$ cat config.mk
export PLATFORM = sky130hd
export DESIGN_NAME = rgb_shift_driver
export DESIGN_NICKNAME = d
export VERILOG_FILES = /design/src/rtl/rgb_pkg.sv /design/src/rtl/rgb_half_tick.sv /design/src/rtl/rgb_shift_driver.sv
export SDC_FILE = /design/constraint.sdc
export NUM_CORES = 1
export LEC_CHECK = 0
export BUFFER_PORTS_ARGS = -buffer_cell sky130_fd_sc_hd__buf_2
export CAP_MARGIN = 10
export CORE_MARGIN = 5
export CORE_UTILIZATION = 29
export DETAILED_ROUTE_END_ITERATION = 16
export PLACE_DENSITY = 0.5
export SLEW_MARGIN = 15
export SYNTH_ARGS = -nofsm -noshare
export SYNTH_HDL_FRONTEND = slang
export SYNTH_SLANG_ARGS = --single-unit
export TNS_END_PERCENT = 100
$ cat constraint.sdc
create_clock -name clk -period 2.3 [get_ports clk]
set_input_delay 0.115 -clock clk [delete_from_list [all_inputs] [get_ports clk]]
set_output_delay 0.115 -clock clk [all_outputs]
set_load 0.01 [all_outputs]
$ cat src/rtl/rgb_pkg.sv
// Shared types and defaults for the RGB matrix shift-register driver.
package rgb_pkg;

  localparam int RGB_FRAME_W  = 32;
  localparam int RGB_HALF_DIV = 210;

  typedef enum logic [1:0] {
    IDLE,
    SHIFT_LO,
    SHIFT_HI,
    LATCH
  } rgb_shift_state_t;

endpackage

$ cat src/rtl/rgb_half_tick.sv
// Half-period timebase for the display shift clock.
// Counts 0..HALF_DIV-1 while enabled and ticks on the last count.
module rgb_half_tick
  import rgb_pkg::*;
#(
  parameter int HALF_DIV = RGB_HALF_DIV
) (
  input  logic clk,
  input  logic rst_n,
  input  logic en_i,
  input  logic clr_i,
  output logic tick_o
);

  localparam int CW = (HALF_DIV > 1) ? $clog2(HALF_DIV) : 1;
  localparam logic [CW-1:0] LAST = CW'(HALF_DIV - 1);

  logic [CW-1:0] cnt_q;

  // Free-run the divider while enabled; clear restarts a fresh transfer.
  always_ff @(posedge clk) begin
    if (!rst_n || clr_i)   cnt_q <= '0;
    else if (en_i)         cnt_q <= (cnt_q == LAST) ? '0 : cnt_q + CW'(1);
  end

  assign tick_o = en_i && (cnt_q == LAST);

endmodule

$ cat src/rtl/rgb_shift_driver.sv
// Serial transmitter for the RGB display 74HC595-style chain.
// Takes one word per valid/ready handshake, shifts it MSB-first on DS with a
// self-generated SH_CP, then pulses ST_CP and reports done.
// Optional build macro: RGB_SHIFT_BLANK_EN (blank display via OE_n while busy).
module rgb_shift_driver
  import rgb_pkg::*;
#(
  parameter int WIDTH    = RGB_FRAME_W,
  parameter int HALF_DIV = RGB_HALF_DIV
) (
  input  logic             clk,
  input  logic             rst_n,
  input  logic [WIDTH-1:0] frame_i,
  input  logic             valid_i,
  output logic             ready_o,
  output logic             done_o,
  output logic             DS,
  output logic             SH_CP,
  output logic             ST_CP,
  output logic             OE_n
);

  localparam int IW = $clog2(WIDTH);

  rgb_shift_state_t state_q;
  logic [WIDTH-1:0] sreg_q;
  logic [IW-1:0]    idx_q;
  logic             shcp_q;
  logic             stcp_q;
  logic             done_q;
  logic             tick;
  logic             accept;

  assign ready_o = (state_q == IDLE);
  assign accept  = ready_o && valid_i;

  rgb_half_tick #(.HALF_DIV(HALF_DIV)) u_tick (
    .clk    (clk),
    .rst_n  (rst_n),
    .en_i   (state_q != IDLE),
    .clr_i  (accept),
    .tick_o (tick)
  );

`ifdef RGB_SHIFT_BLANK_EN
  logic oe_n_q;

  // Blank the display from accept until the latch phase finishes.
  always_ff @(posedge clk) begin
    if (!rst_n)                          oe_n_q <= 1'b0;
    else if (accept)                     oe_n_q <= 1'b1;
    else if (state_q == LATCH && tick)   oe_n_q <= 1'b0;
  end

  assign OE_n = oe_n_q;
`else
  assign OE_n = 1'b0;
`endif

  // Transfer FSM: DS is the shift-register MSB, so it only moves on accept
  // and on the SH_CP falling edge, giving a full half-period of setup/hold.
  always_ff @(posedge clk) begin
    if (!rst_n) begin
      state_q <= IDLE;
      sreg_q  <= '0;
      idx_q   <= '0;
      shcp_q  <= 1'b0;
      stcp_q  <= 1'b0;
      done_q  <= 1'b0;
    end else begin
      done_q <= 1'b0;
      case (state_q)
        IDLE: if (valid_i) begin
          sreg_q  <= frame_i;
          idx_q   <= IW'(WIDTH - 1);
          state_q <= SHIFT_LO;
        end
        SHIFT_LO: if (tick) begin
          shcp_q  <= 1'b1;
          state_q <= SHIFT_HI;
        end
        SHIFT_HI: if (tick) begin
          shcp_q <= 1'b0;
          if (idx_q == '0) begin
            stcp_q  <= 1'b1;
            state_q <= LATCH;
          end else begin
            idx_q   <= idx_q - IW'(1);
            sreg_q  <= {sreg_q[WIDTH-2:0], 1'b0};
            state_q <= SHIFT_LO;
          end
        end
        LATCH: if (tick) begin
          stcp_q  <= 1'b0;
          done_q  <= 1'b1;
          state_q <= IDLE;
        end
        default: state_q <= IDLE;
      endcase
    end
  end

  assign DS     = sreg_q[WIDTH-1];
  assign SH_CP  = shcp_q;
  assign ST_CP  = stcp_q;
  assign done_o = done_q;

endmodule

==> flow_summary_export.csv, run 1 <==
group,metric,value,unit
status,outcome,"finished, final reports clean",
placement,dp_cells,372,
worst_setup_path,path_max_fanout,12,
clock_network,clockRootBuffer,"clkbuf_8",
clock_network,post_cts_buffers,0,
grt,grt_pass1_wl,9377,um
worst_setup_path,worstPathRequired,2.48,ns
floorplan,rows,32,
sta,skew,0.008830,ns
placement,port_buffers,39,
power,vdd_ir_drop_max,0.3137,mV
finish,n_antenna_cell,0,
clock_network,clkSinkCount,50,
worst_setup_path,arrival,2.15,ns
finish,mostFrequentLayoutCell,"dfxtp_1",
floorplan,coreArea,7807,sq um
floorplan,die_h,99.99,um
floorplan,start_util,30.08,%
power,switching_share,25.73,%
power,power,0.001831,W
routing,initialDrtViolationCount,88,
sta,period_needed,1.973,ns
grt,grt_remaining_overflow,0,
routing,via_per_inst,5.032,
grt,grt_max_degree,36,
grt,grt_pass1_vias,1910,
sta,grt_setup_unrepaired,"no",
synth,ys_seq_elements,50,
worst_setup_path,startpoint_type,"flop",
sta,fmax,506.9,MHz
synth,synth_edf_count,0,
power,powerDensity,661.5,nW/um^2
grt,grtUsageTotal,11.48,%
synth,synth.area.top_cells,"dfxtp_1, mux2i_1, a211oi_1",
finish,final_nets,315,
synth,yosys_most_used_dff,"dfxtp_1",
sta,tns,0,ns
clock_network,cts_made_buffers,5,
placement,post-dp-hpwl,3612,um
synth,synth_top_area_share,42.62,%
floorplan,io_pins,41,
clock_network,clk_pin_slew_worst_paths,0.10,ns
grt,antenna_found_initial,0,
routing,drt_wl_total,5560,um
finish,stdcell_count,380,
synth,synth_fp_nets,282,
sta,setup_viol,0,
clock_network,h-tree-depth,2,
clock_network,clk_latency,0.30,ns
clock_network,holdBufCountCts,0,
routing,drtAntennaViolNets,0,
clock_network,cts_tree,"done",
finish,drive_gt1_share,21.58,%
sta,hold_viol,0,
sta,post-route-period-util,85.77,%
routing,num_vias,1912,
clock_network,cts_max_path_buffers,2,
finish,final_cell_mix,"dfxtp_1, buf_2, a21oi_1, a211oi_1, mux2i_1",
power,pwr-share-seq,52.9,%
synth,synth-seq-area-share,42.62,%
routing,avgRoutedWirePerCell,14.63,um
job,drv_cap,0,
synth,ys_types,40,
placement,gp_congestion,0.7995,
worst_setup_path,path_class,"flop to flop",
routing,firstDrtPassIters,4,
power,p_int,0.001360,W
synth,synthesis.area,2349,sq um
sta,finalMaxSlewViolations,0,
synth,synthArstFlopShare,0,%
synth,synth.avg_cell_area,9.625,sq um
power,power.leakage,1.002,nW
synth,yosysTopAreaCell,"dfxtp_1",
synth,synthCells,244,
floorplan,die_x,99.99,um
routing,drc_errors,0,
hold_path,min_path_type,"input pin to flop",
power,p_switching,0.0004710,W
floorplan,floorplan.die_area,9998,sq um
finish,syn_to_final_growth,17.85,%
worst_setup_path,end_kind,"flop",
power,combPwrFrac,12.9,%
power,clock_power_share,34.2,%
synth,ys_warn_count,0,
sta,max_slew_margin,61.50,%
clock_network,cts_resized,0,
sta,worst_pin_slew,0.5775,ns
[final timing paths]
path                            depth (start not counted)   startpoint  slack (ns)    endpoint
worst max-delay path                                    7     idx_q[0]        0.33   sreg_q[6]
worst min-delay path                                    3  frame_i[31]        0.14  sreg_q[31]
worst max register to register                          7     idx_q[0]        0.33   sreg_q[6]
worst min register to register                          2        SH_CP        0.51       SH_CP
[worst max-delay path: stages, from the launching register on]
cell,delay (ns)
dfxtp_1,0.38
inv_1,0.06
ha_1,0.23
nor4b_2,0.20
o41ai_4,0.41
and2_1,0.26
buf_4,0.22
a211oi_1,0.10
[synthesized netlist by cell type, drive strengths merged (3+ instances only)]
master and number:
dfxtp 50, nand4 6, o211a 4, a211oi 34
buf 9, nor2 10, xor2 6, clkbuf 12
ha 3, a21oi 34, mux2i 31, nand2 7
inv 6, nor3 3
[layout make-up]
cell class / count / area [sq um]
timing repair buffer: 47 / 280.3
multi-input combinational: 165 / 1214
tap: 102 / 127.6
sequential: 50 / 1002
fill: 823 / 5040
clock inverter: 3 / 45.04
clock buffer: 5 / 68.82
inverter: 8 / 30.03
[per-stage QoR]
step           cell area (sq um)  hold slack (ns)  util (%)  worst slack [ns]
4_1_cts                     2768           0.1393     35.45            0.3178
2_1_floorplan               2349           0.3498         -            0.4523
5_1_grt                     2768           0.1467     35.45            0.1924
6_report                    2768           0.1410     35.45            0.3272
3_5_place_dp                2654           0.4686     33.99            0.3288
3_3_place_gp                2654           0.4644     33.99            0.3626
[sequential cells by signal (all words and copies together) (netlist names)]
name          count
done_o            1
state_q           2
u_tick.cnt_q      8
idx_q             5
ST_CP             1
SH_CP             1
sreg_q           32
[per-layer routing]
metal	global-route usage [%]	vias up	part of all wire (%)
met1	15.19	902	50
met2	18.11	28	44
met5	0	-	0
li1	-	978	-
met3	2.988	4	4.4
met4	4.041	0	1.4
[cell families after synthesis]
| group | share of synthesized area, % |
|---|---|
| xor+xnor | 2.611 |
| buf+inv | 5.700 |
| other cells | 0.1597 |
| flops | 42.62 |
| compound gates | 25.15 |
| fa+ha+maj | 1.598 |
| mux | 13.21 |
| simple gates | 8.951 |
[power by group through the flow]
stage | sequential (W) | clock (W) | combinational [W]
finish | 0.000968 | 0.000626 | 0.000236
global route | 0.000977 | 0.000681 | 0.000269
CTS | 0.000968 | 0.000645 | 0.000240
detailed placement | 0.000988 | 0 | 0.000239
global placement | 0.000988 | 0 | 0.000237
floorplan | 0.000977 | 0 | 0.000167
Power figures use the tool's default switching activity.
==> run 2: changes to the inputs <==
--- a/config.mk
+++ b/config.mk
@@ -5,12 +5,13 @@
 export SDC_FILE = /design/constraint.sdc
 export NUM_CORES = 1
 export LEC_CHECK = 0
+export ABC_AREA = 1
 export BUFFER_PORTS_ARGS = -buffer_cell sky130_fd_sc_hd__buf_2
 export CAP_MARGIN = 10
 export CORE_MARGIN = 5
 export CORE_UTILIZATION = 29
 export DETAILED_ROUTE_END_ITERATION = 16
-export PLACE_DENSITY = 0.5
+export PLACE_DENSITY = 0.49
 export SLEW_MARGIN = 15
 export SYNTH_ARGS = -nofsm -noshare
 export SYNTH_HDL_FRONTEND = slang
==> flow_summary_export.csv, run 2 <==
group,metric,value,unit
synth,synth.area.top_cells,"dfxtp_1, nand2_1, nor2_1",
routing,drtAntennaViolNets,0,
synth,yosys-top-cells-count,"nand2_1, nor2_1, dfxtp_1",
grt,grt_pass1_vias,2397,
floorplan,floorplan.die_area,11170,sq um
routing,via_per_inst,4.403,
synth,synth-seq-area-share,37.68,%
synth,ys_seq_elements,50,
finish,reg_top3,"sreg_q: 32 flops, u_tick.cnt_q: 8 flops, idx_q: 5 flops",
worst_setup_path,path_class,"flop to flop",
power,switching_share,25.78,%
clock_network,h-tree-depth,2,
clock_network,cts_made_buffers,5,
synth,synthCells,418,
synth,synth.avg_cell_area,6.355,sq um
floorplan,coreArea,9065,sq um
power,combPwrFrac,13.3,%
floorplan,start_util,29.30,%
clock_network,post_cts_buffers,0,
sta,skew,0.01471,ns
finish,drive_gt1_share,14.44,%
worst_setup_path,reg2reg_slack,0.56,ns
clock_network,holdBufCountCts,0,
hold_path,holdCritStartpoint,"frame_i[0]",
power,vdd_ir_drop_max,0.2409,mV
hold_path,hold_depth,3,
job,drv_cap,0,
power,pwr-share-seq,51.2,%
sta,hold_viol,0,
finish,mostFrequentLayoutCell,"nand2_1",
floorplan,rows,35,
worst_setup_path,arrival,1.97,ns
sta,finalMaxSlewViolations,0,
finish,final_nets,487,
finish,design_area,3037,sq um
routing,avgRoutedWirePerCell,11.00,um
routing,initialDrtViolationCount,70,
floorplan,die_x,105.7,um
finish,largest-register,"sreg_q",
power,power,0.001870,W
placement,port_buffers,39,
hold_path,min_path_type,"input pin to flop",
worst_setup_path,r2r-end,"sreg_q[12]",
sta,period_needed,1.741,ns
grt,grtUsageTotal,11.52,%
worst_setup_path,path_max_fanout,35,
routing,num_vias,2470,
worst_setup_path,rr_worst_depth,9,
sta,fmax,574.2,MHz
synth,synthArstFlopShare,0,%
clock_network,clkSinkCount,50,
synth,synth_most_common_cell,"nand2_1",
routing,drt_wl_total,6171,um
worst_setup_path,r2r-start,"idx_q[0]",
sta,post-route-period-util,75.71,%
sta,tns,0,ns
finish,n_antenna_cell,0,
power,power.leakage,1.502,nW
synth,ys_warn_count,0,
clock_network,clk_pin_slew_worst_paths,0.10,ns
worst_setup_path,end_kind,"flop",
sta,grt_setup_unrepaired,"no",
synth,synth_edf_count,0,
grt,antenna_found_initial,0,
clock_network,clk_latency,0.30,ns
power,clock_power_share,35.5,%
worst_setup_path,cp_slowest_cell,"dfxtp_1",
finish,largest_reg_flops,32,
synth,yosysTopAreaCell,"dfxtp_1",
synth,yosys_most_used_dff,"dfxtp_1",
placement,place_area,2915,sq um
finish,final_cell_mix,"nand2_1, nor2_1, dfxtp_1, buf_2, nand3b_1",
clock_network,clockRootBuffer,"clkbuf_8",
synth,ys_types,25,
floorplan,io_pins,41,
power,p_switching,0.0004822,W
finish,syn_to_final_growth,14.32,%
sta,setup_viol,0,
placement,gp_congestion,0.7445,
power,powerDensity,615.9,nW/um^2
grt,grt_pass1_wl,10890,um
routing,drc_errors,0,
sta,hold_slack,0.07415,ns
routing,firstDrtPassIters,4,
synth,synth_fp_nets,456,
synth,synth_top_area_share,37.68,%
grt,grt_remaining_overflow,0,
worst_setup_path,startpoint_type,"flop",
hold_path,hold_path_end,"sreg_q[0]",
clock_network,cts_resized,0,
clock_network,cts_max_path_buffers,2,
status,outcome,"finished, final reports clean",
synth,synthesis.area,2656,sq um
placement,post-dp-hpwl,4129,um
worst_setup_path,max_stage_delay,0.35,ns
clock_network,cts_tree,"done",
power,p_int,0.001388,W
worst_setup_path,worstPathRequired,2.53,ns
finish,final_core_util,33.50,%
floorplan,die_h,105.7,um
finish,fillCellCount,1047,
worst_setup_path,worstPathCellList,"inv_1 > ha_1 > nand3_1 > nand2_2 > nand2_4 > nand2_2 > inv_4 > nor2_1 > nor2_1",
grt,grt_max_degree,36,
==> run 2: changes by cell type after synthesis, moves of 7 or more <==
cell      delta
nor2_1      +85
clkbuf_1    -10
a21oi_1     -28
a211oi_1    -34
buf_2        +7
nand3_1     +10
nand2_1    +146
nand3b_1    +32
mux2i_1     -31
inv_1       +15
==> run 2: per-layer routing <==
metal | part of all wire, % | GRT usage, % | vias up
li1 | - | - | 1339
met1 | 48 | 14.03 | 1095
met2 | 47 | 20.17 | 32
met3 | 4.1 | 3.491 | 4
met4 | 0.57 | 2.128 | 0
met5 | 0 | 0 | -
==> run 2: critical path: cells and delay by family, from the launching register on <==
kind	cells	cell delay (ns)
buf+inv	2	0.39
simple gates	6	0.69
flops	1	0.35
fa+ha+maj	1	0.24
==> run 2: power groups by stage <==
| stage | clock network (W) | registers [W] | logic (W) |
|---|---|---|---|
| 2_1_floorplan | 0 | 0.000970 | 0.000194 |
| 5_1_grt | 0.000729 | 0.000965 | 0.000297 |
| 3_5_place_dp | 0 | 0.000977 | 0.000253 |
| 6_report | 0.000664 | 0.000957 | 0.000249 |
| 4_1_cts | 0.000695 | 0.000957 | 0.000255 |
| 3_3_place_gp | 0 | 0.000976 | 0.000250 |
==> run 2: layout make-up <==
class	count	area, sq um	share of cell area, %
multi-input cells	321	1433	47.18
flip-flops and latches	50	1001	32.96
repair buffers	45	240.2	7.911
well taps	111	138.9	4.574
inverters	26	102.6	3.379
clock buffers	6	82.58	2.719
clock inverters	2	38.79	1.277
==> run 2: through the flow <==
step | instances | setup WS, ns
after floorplan | 418 | 0.8830
after global placement | 553 | 0.5672
after CTS | 561 | 0.5101
after global routing | 561 | 0.2924
after detailed placement | 553 | 0.5640
final | 561 | 0.5586
==> run 2: cells by family (layout without fill, tap and decap cells) <==
group | count (synthesis) | count (layout) | share of synthesized area, %
and+or+nand+nor | 303 | 303 | 49.22
DFF | 50 | 50 | 37.68
buffers and inverters | 47 | 79 | 8.385
AOI/OAI and AO/OA | 12 | 12 | 2.496
adders and majority gates | 3 | 3 | 1.413
xor gates and xnor gates | 2 | 2 | 0.6596
other | 1 | 1 | 0.1412
==> run 2: how the worst max path moves through the flow <==
stage	depth (start not counted)	from	slack (ns)	to
2_1_floorplan	11	u_tick.cnt_q[1]	0.88	sreg_q[31]
3_3_place_gp	9	state_q[0]	0.57	sreg_q[1]
3_5_place_dp	9	state_q[0]	0.56	sreg_q[26]
4_1_cts	9	state_q[0]	0.51	sreg_q[12]
5_1_grt	9	state_q[0]	0.29	idx_q[1]
6_report	9	idx_q[0]	0.56	sreg_q[12]
